[config.mk]
export PLATFORM = sky130hd
export DESIGN_NAME = nibble_serial_adder
export DESIGN_NICKNAME = d
export VERILOG_FILES = /design/src/rtl/nibble_serial_adder.sv
export SDC_FILE = /design/constraint.sdc
export NUM_CORES = 1
export LEC_CHECK = 0
export ABC_AREA = 1
export CORE_MARGIN = 3
export CORE_UTILIZATION = 60
export CTS_BUF_LIST = sky130_fd_sc_hd__clkbuf_16
export CTS_CLUSTER_SIZE = 25
export DETAILED_ROUTE_END_ITERATION = 8
export DONT_BUFFER_PORTS = 1
export PLACE_DENSITY = 0.76
export SLEW_MARGIN = 20
export SYNTH_ARGS = -nofsm -noshare
export SYNTH_HDL_FRONTEND = slang
export SYNTH_SLANG_ARGS = --single-unit
[constraint.sdc]
create_clock -name clk -period 3.72 [get_ports clk]
set_clock_uncertainty 0.2 [all_clocks]
set_input_delay 0.372 -clock clk [delete_from_list [all_inputs] [get_ports clk]]
set_output_delay 0.372 -clock clk [all_outputs]
set_load 0.05 [all_outputs]
[src/rtl/nibble_serial_adder.sv]
// Serial adder that sums two WIDTH-bit operands one nibble per clock through a
// single 4-bit ripple-carry slice, reporting sum, carry-out and signed overflow.
module nibble_serial_adder #(
    parameter int WIDTH = 16
) (
    input  logic             clk,
    input  logic             rst,
    input  logic             start,
    input  logic [WIDTH-1:0] x,
    input  logic [WIDTH-1:0] y,
    input  logic             cin,
    output logic [WIDTH-1:0] s,
    output logic             c_out,
    output logic             ovf,
    output logic             busy,
    output logic             done
);

    localparam int N     = WIDTH / 4;
    localparam int IDX_W = (N > 1) ? $clog2(N) : 1;

    typedef enum logic [1:0] {
        S_IDLE,
        S_ADD,
        S_DONE
    } state_e;

    typedef struct packed {
        logic [3:0] sum;
        logic       c_msb_in;   // carry into bit 3, needed for signed overflow
        logic       c_msb_out;
    } slice_t;

    // One 4-bit ripple-carry slice, unrolled so each carry is a distinct net.
    function automatic slice_t rca4(input logic [3:0] a, input logic [3:0] b,
                                    input logic ci);
        slice_t r;
        logic   c1, c2, c3, c4;
        r.sum[0] = a[0] ^ b[0] ^ ci;
        c1       = (a[0] & b[0]) | (ci & (a[0] ^ b[0]));
        r.sum[1] = a[1] ^ b[1] ^ c1;
        c2       = (a[1] & b[1]) | (c1 & (a[1] ^ b[1]));
        r.sum[2] = a[2] ^ b[2] ^ c2;
        c3       = (a[2] & b[2]) | (c2 & (a[2] ^ b[2]));
        r.sum[3] = a[3] ^ b[3] ^ c3;
        c4       = (a[3] & b[3]) | (c3 & (a[3] ^ b[3]));
        r.c_msb_in  = c3;
        r.c_msb_out = c4;
        return r;
    endfunction

    state_e             state_q, state_d;
    logic [WIDTH-1:0]   x_q, x_d;
    logic [WIDTH-1:0]   y_q, y_d;
    logic               carry_q, carry_d;
    logic [IDX_W-1:0]   idx_q, idx_d;
    logic [WIDTH-1:0]   s_q, s_d;
    logic               c_out_q, c_out_d;
    logic               ovf_q, ovf_d;

    logic               last_nibble;
    slice_t             slice;

    assign last_nibble = (idx_q == IDX_W'(N - 1));
    assign slice       = rca4(x_q[int'(idx_q) * 4 +: 4],
                              y_q[int'(idx_q) * 4 +: 4], carry_q);

    // State register.
    // NOTE: sequential state uses non-blocking (<=) so every flop samples
    // pre-edge values; blocking here would create order-dependent races.
    always_ff @(posedge clk) begin
        if (rst) begin
            state_q <= S_IDLE;
        end else begin
            state_q <= state_d;
        end
    end

    // Next-state logic.
    // NOTE: every combinational output gets a default at the top of the block
    // so no path leaves it unassigned, which would infer a latch.
    always_comb begin
        state_d = state_q;
        unique case (state_q)
            S_IDLE: if (start)       state_d = S_ADD;
            S_ADD:  if (last_nibble) state_d = S_DONE;
            S_DONE:                  state_d = S_IDLE;
            default:                 state_d = S_IDLE;
        endcase
    end

    // Outputs decoded straight from state.
    always_comb begin
        busy = 1'b0;
        done = 1'b0;
        unique case (state_q)
            S_IDLE: ;
            S_ADD:  busy = 1'b1;
            S_DONE: begin
                busy = 1'b1;
                done = 1'b1;
            end
            default: ;
        endcase
    end

    // Datapath next-state: operand capture, one nibble per ADD cycle.
    always_comb begin
        x_d     = x_q;
        y_d     = y_q;
        carry_d = carry_q;
        idx_d   = idx_q;
        s_d     = s_q;
        c_out_d = c_out_q;
        ovf_d   = ovf_q;
        unique case (state_q)
            S_IDLE: begin
                if (start) begin
                    x_d     = x;
                    y_d     = y;
                    carry_d = cin;
                    idx_d   = '0;
                    s_d     = '0;
                    c_out_d = 1'b0;
                    ovf_d   = 1'b0;
                end
            end
            S_ADD: begin
                s_d[int'(idx_q) * 4 +: 4] = slice.sum;
                carry_d                   = slice.c_msb_out;
                idx_d                     = idx_q + IDX_W'(1);
                if (last_nibble) begin
                    c_out_d = slice.c_msb_out;
                    ovf_d   = slice.c_msb_in ^ slice.c_msb_out;
                    idx_d   = '0;
                end
            end
            S_DONE: ;
            default: ;
        endcase
    end

    // Control/result registers are reset; abandoned partial sums are cleared.
    always_ff @(posedge clk) begin
        if (rst) begin
            carry_q <= 1'b0;
            idx_q   <= '0;
            s_q     <= '0;
            c_out_q <= 1'b0;
            ovf_q   <= 1'b0;
        end else begin
            carry_q <= carry_d;
            idx_q   <= idx_d;
            s_q     <= s_d;
            c_out_q <= c_out_d;
            ovf_q   <= ovf_d;
        end
    end

    // NOTE: operand registers are deliberately left without reset; they are
    // always loaded on acceptance before any ADD cycle reads them.
    always_ff @(posedge clk) begin
        x_q <= x_d;
        y_q <= y_d;
    end

    assign s     = s_q;
    assign c_out = c_out_q;
    assign ovf   = ovf_q;

endmodule
# ---- Yosys cells after proc, flatten, opt, wreduce, memory -nomap -nowiden
# Index checks and enable logic that the tools add are counted.
dict set report totals {
  output_inout_bits 20
  reg_bits 55
  in_bits 36
  word_cells 65
}
dict set report op_classes {
  bitwise 21
  n_reduce_logical 7
  n_eq_ne 5
  n_shift 4
  n_mux 18
  addsub 2
}
# cell n
set op_table {}
lappend op_table {{negation 4 -> 33 bit} 1}
lappend op_table {{variable shift 4 x 33 -> 16 bit (first input constant)} 1}
lappend op_table {{indexed part select 4 x 33 -> 16 bit} 1}
lappend op_table {{case mux 16 bit (2 select lines)} 1}
lappend op_table {{indexed part select 16 x 5 -> 4 bit} 2}
lappend op_table {{bitwise mux 16 bit} 1}
lappend op_table {{two-way mux 16 bit} 1}
lappend op_table {{bitwise XOR 1 bit} 9}
lappend op_table {{bitwise AND 1 bit} 8}
lappend op_table {{two-way mux 2 bit} 4}
lappend op_table {{case mux 2 bit (2 select lines)} 2}
lappend op_table {{two-way mux 1 bit} 6}
lappend op_table {{case mux 1 bit (2 select lines)} 3}
lappend op_table {{AND reduction 2 bit} 3}
lappend op_table {{equality test 2 bit (second input constant)} 2}
lappend op_table {{!= test 2 bit (second input constant)} 2}
lappend op_table {{bitwise OR 1 bit} 4}
lappend op_table {{AND reduction 3 bit} 1}
lappend op_table {{adder 2 x 1 -> 2 bit (second input constant)} 1}
lappend op_table {{equality test 2 x 1 -> 1 bit (second input constant)} 1}
lappend op_table {{zero test 2 bit} 1}
lappend op_table {{nonzero test 2 bit} 1}
lappend op_table {{OR reduction 2 bit} 1}

# ---- Longest topological paths before layout
# Gate-level depths: netlist (run 1).
dict set report logic_depth {
  word_depth 13
  ltp_mapped 16
  mapped_depth_nobuf 15
}

# ---- Worst setup path after synthesis (run 1)
# Ideal clock, no wire load.
dict set report synth_path {
  kind {reg2reg}
  startpoint {reg idx_q[0]}
  endpoint {reg s_q[15], in the netlist s[15]}
  setup_ns 0.113
  arrival_ns 2.763
  required_time_ns 3.407
  stages_incl_launch_ff 15
  period_less_slack_ns 3.076
  path_buffers 1
  setup_slack_ns 0.644
  path_cell_list {dfxtp_1 > clkbuf_1 > nor2_1 > o22a_1 > fa_1 > inv_1 > fa_1 > inv_1 > fa_1 > inv_1 > fa_1 > nand3_1 > nor2_1 > nor2_1 > nor2_1}
}
dict set report synth_via {
  elab_chain_cells 12
  word_cells_on_any_way 24
  cone_classes {add/sub (1); shift (4); mux (2); bitwise (17)}
}
# item line_no
set synth_rtl {}
lappend synth_rtl {{from (decl)} 56} ;# logic [IDX_W-1:0] idx_q, idx_d;
lappend synth_rtl {{from (signal assigned)} 153} ;# idx_q <= idx_d;
lappend synth_rtl {{indexed part select 16 x 5 -> 4 bit (on tied branches)} {65, 66}}
lappend synth_rtl {{bitwise XOR 1 bit} {39, 40}}
lappend synth_rtl {{bitwise AND 1 bit} 40} ;# c1 = (a[0] & b[0]) | (ci & (a[0] ^ b[0]));
lappend synth_rtl {{bitwise OR 1 bit} 40}
lappend synth_rtl {{bitwise AND 1 bit} 42} ;# c2 = (a[1] & b[1]) | (c1 & (a[1] ^ b[1]));
lappend synth_rtl {{bitwise OR 1 bit} 42}
lappend synth_rtl {{bitwise AND 1 bit} 44} ;# c3 = (a[2] & b[2]) | (c2 & (a[2] ^ b[2]));
lappend synth_rtl {{bitwise OR 1 bit} 44}
lappend synth_rtl {{bitwise XOR 1 bit} 45} ;# r.sum[3] = a[3] ^ b[3] ^ c3;
lappend synth_rtl {{indexed part select 4 x 33 -> 16 bit} 129} ;# s_d[int'(idx_q) * 4 +: 4] = slice.sum;
lappend synth_rtl {{bitwise mux 16 bit (*)} 129}
lappend synth_rtl {{case mux 16 bit (2 select lines) (*)} 116} ;# unique case (state_q)
lappend synth_rtl {{to (signal assigned)} 148} ;# s_q <= '0;
lappend synth_rtl {{to (signal assigned)} 154} ;# s_q <= s_d;
lappend synth_rtl {{to (decl)} 57} ;# logic [WIDTH-1:0] s_q, s_d;
# Every way passes the cells marked *; elsewhere a longest branch is shown, timed or not.
# A chain may end at the register's enable or synchronous reset.

# ---- Final worst setup path (run 1)
dict set report layout_path {
  startpoint {reg idx_q[1]}
  endpoint {reg s_q[15], in the netlist s[15]}
}
# The elaborated chain is that of the path after synthesis.

==> results of run 1 <==
## synthesized netlist by cell type
cell | n | share of area [%]
nor2_1 | 69 | 10
or2_1 | 1 | 0.24
buf_2 | 2 | 0.39
ha_1 | 7 | 3.4
inv_2 | 1 | 0.15
clkinv_1 | 1 | 0.15
nand3_1 | 8 | 1.6
nand4_1 | 1 | 0.24
nand2_1 | 59 | 8.6
a21oi_1 | 6 | 1.2
o22ai_1 | 4 | 0.98
o22a_1 | 4 | 1.4
o21ai_0 | 17 | 3.3
o21ai_1 | 2 | 0.39
nand2_2 | 1 | 0.24
o21ai_4 | 1 | 0.63
edfxtp_1 | 32 | 37
clkbuf_1 | 3 | 0.44
fa_1 | 4 | 3.1
inv_1 | 35 | 5.1
nand3b_1 | 1 | 0.29
inv_6 | 1 | 0.34
dfxtp_1 | 23 | 18
nand2_4 | 3 | 1.3
buf_6 | 2 | 0.88
## worst paths after layout
path | startpoint | endpoint | cells after the start
worst max register to register | idx_q[1] | s[15] | 14
worst min-delay path | rst | ovf | 3
worst max-delay path | idx_q[1] | s[15] | 14
worst min register to register | carry_q | carry_q | 2
## cell type report
cell class | count | area (um^2) | share of cell area, %
Multi-Input combinational cell | 188 | 950 | 30.6
Inverter | 38 | 151 | 4.88
Clock inverter | 3 | 38.8 | 1.25
Timing Repair Buffer | 36 | 353 | 11.4
Clock buffer | 5 | 125 | 4.03
Tap cell | 50 | 62.6 | 2.02
Sequential cell | 55 | 1420 | 45.8
## cell families after synthesis
family | synth area share (%)
simple gates | 22.7
flops | 55.5
buf+inv | 7.47
compound gates | 7.86
fa+ha+maj | 6.54
## through the flow
| step | worst slack (ns) | utilization, % |
|---|---|---|
| floorplan | 0.644 | - |
| global placement | 0.503 | 64.0 |
| detailed placement | 0.392 | 64.0 |
| CTS | 0.380 | 76.2 |
| global route | 0.0573 | 76.5 |
| finish | 0.347 | 76.5 |
## tightest hold or removal path, cell delays in order
cell     delay, ns
a21oi_1       0.02
o21ai_0       0.09
o21ai_1       0.06
## flip-flops by register name, indices dropped and copies added (netlist names)
signal	count
idx_q	2
y_q	16
x_q	16
ovf	1
state_q	2
s	16
c_out	1
carry_q	1
## power by group
group | switching, mW | internal [mW] | leakage [nW] | total (mW)
Clock | 0.202 | 0.314 | 0.0812 | 0.516
Sequential | 0.122 | 0.714 | 0.496 | 0.835
Combinational | 0.188 | 0.109 | 0.693 | 0.297
Total | 0.511 | 1.14 | 1.27 | 1.65
## layer usage
metal | wire [um] | global-route usage (%)
met1 | 2310 | 29.0
met2 | 2760 | 38.8
met4 | 171 | 10.4
met3 | 387 | 6.73
met5 | 0 | 0
## repair_timing
action | in CTS | in global routing
endpoints found under the setup margin | 0 | 2
hold buffers | 33 | 0
endpoints found under the hold margin | 37 | 0
buffers inserted | 0 | 1
resized for setup | 0 | 2
==> results.cfg, run 1 <==
[outcome]
status = finished, final reports clean

[clocking]
clockBufferDepth = 2
cts_tree = done
cts-root-buf = clkbuf_16
path_clk_slew_ns = 0.07
clock_sinks = 55
clk_latency_ns = 0.29
htreeDepth = 2
cts-buffers-inserted = 5

[flow_run]
cap_violations = 0

[route]
dr.pass1.iters = 4
ant_nets = 0
drc = 0
wl_per_cell_um = 15.0
vias_per_cell = 5.37
via_count = 2015
routed_wl_um = 5630
drtIter0Drc = 168

[setup_path]
critical-path-top-delay-family = adder cells
cp-end-kind = register
max_stage_delay_ns = 0.46
worst-path-buf-inv = 4
slowest_stage = fa_1
path_class = register to register
cp_cell_sequence = inv_1 -> o21ai_0 -> o22a_1 -> fa_1 -> inv_1 -> fa_1 -> inv_1 -> fa_1 -> inv_1 -> fa_1 -> nand3_1 -> nor2_1 -> nor2_1 -> nor2_1
ff2ff_setup_slack_ns = 0.35
cp_max_fo = 12
cp-start-kind = register
worstPathRequired_ns = 3.71
crit_arrival_ns = 3.36

[sta]
timing.slew.headroom_pct = 56.1
finalSetupViolCount = 0
finalCritPeriodShare_pct = 90.7
tns_ns = 0
drv_slew = 0
fin_crit_ns = 3.37
worst_pin_slew_ns = 0.657
fmaxAchievable_mhz = 296
finalHoldViolCount = 0
rsz0062_at_grt = no
hold_ws_ns = 0.0988

[logic_synthesis]
synth_nets = 335
synth_cell_type_count = 25
syn_area_um2 = 2560
syn_inst = 288
synth-seq-cells = 55
seq_area_frac_synth_pct = 55.5
avgSynthCellArea_um2 = 8.90
yosysWarningCount = 0

[final_layout]
final_cell_mix = 69 x nor2_1, 59 x nand2_1, 33 x inv_1, 33 x dlygate4sd3_1, 32 x edfxtp_1
stdcell_area_um2 = 3100
layout-drive-gt1-share_pct = 6.15
final-instance-count-excl-fill = 375
finalNetCount = 371
num_antenna_cells = 0
area_delta_synth_final_pct = 21.1
final_common_cell = nor2_1
fillers = 269

[place]
numPortBuffers = 0
hpwl_um = 3250
place_area_um2 = 2600
gp_congestion = 0.852
place_inst = 333

[floorplan]
start_util_pct = 63.2
die_y_um = 71.4
die_area_um2 = 5090
rows = 23
io_pins = 56
die_width_um = 71.4
coreArea_um2 = 4060

[global_route]
grt_pass1_vias = 1969
grt_usage_pct = 23.6
grt_antenna_before_repair = 0
grt_overflow = 0
grt_pass1_wl_um = 9260
grt_max_degree = 34

[pwr]
totalPowerFinal_mw = 1.65
ir_drop_mv = 0.329
power.density_nw_per_um2 = 531
p_leak_nw = 1.27

[hold_path]
hold_path_class = input pin to register
Note: power is estimated with default switching activity, not from simulation.
==> run 2, diff against run 1 <==
- CTS_CLUSTER_DIAMETER: not set -> 150
- CTS_CLUSTER_SIZE: 25 -> 24
==> results of run 2 <==
No change in the layout: final DEF, timing and power equal those of run 1.
==> variant 1: new RTL, settings of run 2 <==
Make the reset (`rst`) asynchronous in 2 clocked blocks.
--- a/src/rtl/nibble_serial_adder.sv
+++ b/src/rtl/nibble_serial_adder.sv
@@ -68,7 +68,7 @@
     // State register.
     // NOTE: sequential state uses non-blocking (<=) so every flop samples
     // pre-edge values; blocking here would create order-dependent races.
-    always_ff @(posedge clk) begin
+    always_ff @(posedge clk or posedge rst) begin
         if (rst) begin
             state_q <= S_IDLE;
         end else begin
@@ -141,7 +141,7 @@
     end
 
     // Control/result registers are reset; abandoned partial sums are cleared.
-    always_ff @(posedge clk) begin
+    always_ff @(posedge clk or posedge rst) begin
         if (rst) begin
             carry_q <= 1'b0;
             idx_q   <= '0;
Function: differs if rst is asserted again (counterexample within 4 cycles, from zero or initial values and one cycle with rst high); with rst held inactive, the same outputs for 10 cycles.
==> variant 1 against run 2 <==
Setup slack improved by 0.16 ns; final area rose by 1.8%; critical path type unchanged; highest routed layer unchanged; sequential cell count did not move; maximum frequency rose by 4.8%; count of clock-buffer cells in the layout did not move; routed wire length fell by 5.3%; area after synthesis rose by 2.0%.
Power is not compared: it rests on default switching activity, and its combinational part moved more than twofold at a synthesized area within 25%.
==> variant 1: results (changes against run 2) <==
GP Congestion = 0.883 (+3.6%)
hold depth = 4 (+1)
count of cell types in the netlist = 18 (-28%)
filler cell count = 275 (+2.2%)
GRT Total Usage = 22.6% (-0.97 points)
routed wire length = 5330 µm (-5.3%)
sequential fraction of the synthesis area = 58.8% (+3.3 points)
Hold Startpoint = cin
met1 WL = 2130 µm (-7.8%)
met3 usage = 4.71% (-2.0 points)
routed wl met2 = 2840 µm (+2.8%)
Worst Path Max Fanout = 14 (+2)
crit path launch = idx_q[1]$_DFFE_PP0P_
ys async rst share = 41.8% (+42 points)
Post-synth top cells = 99 x nand2_1, 32 x edfxtp_1, 29 x nor2_1
Post-Syn Nets = 318 (-5.1%)
share of post-route cells with drive strength above 1 = 6.47% (+0.32 points)
sw frac = 44.2%
initial DRC count = 157 (-6.5%)
Via density = 5.37 (-0.11%)
routed wl met3 = 277 µm (-28%)
hold endpoint = carry_q$_DFFE_PP0P_
CP max stage cell = dfrtp_1
xor and xnor area share after synthesis = 0.335% (+0.34 points)
largest net degree at the start of global routing = 33 (-2.9%)
data arrival time of the worst path = 3.19 ns (-0.17 ns)
Setup WS pre-CTS = 0.560 ns (+0.168 ns)
met1 GRT Util = 27.4% (-1.6 points)
slowest stage delay, CP = 0.49 ns (+0.03 ns)
Area contributors post-synth = edfxtp_1 37%, dfrtp_1 22%, nand2_1 14%
nets@finish = 355 (-4.3%)
First-pass DRT Iterations = 6 (+2)
slew margin rel. = 43.3% (-13 points)
status = complete, no violations
WHS = 0.202 ns (+0.103 ns)
Synth Area in Compound Gates = 3.69% (-4.2 points)
first-pass GRT wire length = 9190 µm (-0.75%)
R2R setup slack = 0.50 ns (+0.16 ns)
Fmax achieved = 311 MHz (+4.8%)
Comb power frac = 44.7%
Post-DP HPWL = 3410 µm (+4.9%)
## variant 1: cell count changes in the layout (fill, tap and decap cells not counted), moves of 4 or more
cell            run 2  this run
nand3_1             8        20
nor2_4              0         7
o22a_1              4         0
o21ai_0            17        12
dfrtp_1             0        23
dfxtp_1            22         0
a21oi_1             6         0
nor2_1             69        29
nand2_1            59        99
o22ai_1             4         0
inv_1              33        24
## variant 1: final cells by class
cell class                 count  area, µm²  area share (%)
clock buffer                   5        125            3.96
clock inverter                 3       38.8            1.23
inverter                      25       98.8            3.13
multi-input combinational    185        943            29.9
sequential                    55       1540            48.7
tap                           50       62.6            1.98
timing repair buffer          36        353            11.2
## variant 1: repair_timing
item,in CTS,in global routing
endpoints found under the hold margin,55,0
hold buffers,33,0
resized for setup,0,0
## variant 1: stage by stage
step,power [mW],instances,utilization (%)
floorplan,1.86,271,-
global placement,2.05,318,64.7
detailed placement,2.07,318,64.7
CTS,2.63,359,76.7
global route,2.83,359,76.7
finish,2.66,359,76.7
==> variant 2: new RTL, settings of run 2 <==
Made on the original files. The parameter `WIDTH` goes from 16 to 32.
--- a/src/rtl/nibble_serial_adder.sv
+++ b/src/rtl/nibble_serial_adder.sv
@@ -1,7 +1,7 @@
 // Serial adder that sums two WIDTH-bit operands one nibble per clock through a
 // single 4-bit ripple-carry slice, reporting sum, carry-out and signed overflow.
 module nibble_serial_adder #(
-    parameter int WIDTH = 16
+    parameter int WIDTH = 32
 ) (
     input  logic             clk,
     input  logic             rst,
Interface: changed (resized s, x and y); port bits go from 56 to 104. No check against the original RTL was run, so the function may have changed too.
==> variant 2 against run 2 <==
Final area increased by 82%; routed wire length up 110%; area after synthesis increased by 79%; sequential share of layout area is 2.4 points higher; setup slack got worse by 0.19 ns; critical path depth grew 1; sequential cell count is 49 higher; power grew 83%; maximum frequency fell by 5.3%; final cell count up 71%; critical endpoint is now ovf$_SDFFE_PP0P_; highest routed layer unchanged.
==> variant 2: results (changes against run 2) <==
first-pass GRT wire length = 18800 µm (+100%)
sequential fraction of the synthesis area = 59.4% (+3.9 points)
Seq/total area = 48.3% (+2.4 points)
sw frac = 32.9% (+1.9 points)
First-pass DRT Iterations = 5 (+1)
CP Capture Point = ovf$_SDFFE_PP0P_
Post-synth top cells = 97 x nand2_1, 64 x edfxtp_1, 50 x nor2_1
multi-input logic area = 1610 µm² (+70%)
count of cell types in the netlist = 32 (+28%)
status = complete, no violations
Period minus WS final = 3.56 ns (+0.190 ns)
met2 GRT Util = 50.5% (+12 points)
R2R depth = 15 (+1)
Synth Instances = 466 (+62%)
Signal buffers = 78 (+120%)
NonClk Buf Share = 13.4% (+2.0 points)
via count = 3673 (+82%)
number of synthesized flops with an enable pin = 64 (+100%)
Multi-Input Combinational = 304 (+62%)
nets@finish = 618 (+67%)
filler cell count = 443 (+65%)
FF+latch count, synth = 104 (+89%)
GP Congestion = 0.859 (+0.76%)
Post-Syn Nets = 548 (+64%)
largest net degree at the start of global routing = 37 (+8.8%)
Placement Cell Area = 4680 µm² (+80%)
clkbuf count = 9 (+4)
Area contributors post-synth = edfxtp_1 42%, dfxtp_1 17%, nand2_1 7.9%
met3 usage = 6.19% (-0.54 points)
initial DRC count = 281 (+67%)
count of hold buffers inserted by post-cts repair = 65 (+97%)
routed wl met3 = 856 µm (+120%)
WHS = 0.0844 ns (-0.0144 ns)
met1 WL = 4500 µm (+95%)
crit path launch = idx_q[0]$_SDFFE_PP0P_
R2R setup slack = 0.16 ns (-0.19 ns)
data arrival time of the worst path = 3.60 ns (+0.24 ns)
met1 GRT Util = 31.5% (+2.5 points)
variant 2: cell count changes after synthesis, moves of 17 or more:
cell      before  now
nand2_1       59   97
edfxtp_1      32   64
a21oi_1        6   34
o21ai_0       17   38
nor2_1        69   50
dfxtp_1       23   40
variant 2: power groups by stage:
stage | clock network [mW] | logic, mW | registers, mW
after floorplan | 0 | 0.463 | 1.42
after detailed placement | 0 | 0.584 | 1.44
after global routing | 0.947 | 0.762 | 1.42
after global placement | 0 | 0.564 | 1.43
final | 0.894 | 0.705 | 1.42
after CTS | 0.896 | 0.654 | 1.41
variant 2: cells by family (layout without fill, tap and decap cells):
logic type / after synthesis / in the layout / share of synthesized area, %
adders and majority gates: 14 / 14 / 4.48
xor gates and xnor gates: 1 / 1 / 0.191
and+or+nand+nor: 190 / 190 / 18.5
DFF: 104 / 104 / 59.4
buffers and inverters: 58 / 133 / 5.46
AOI/OAI and AO/OA: 99 / 99 / 12.0
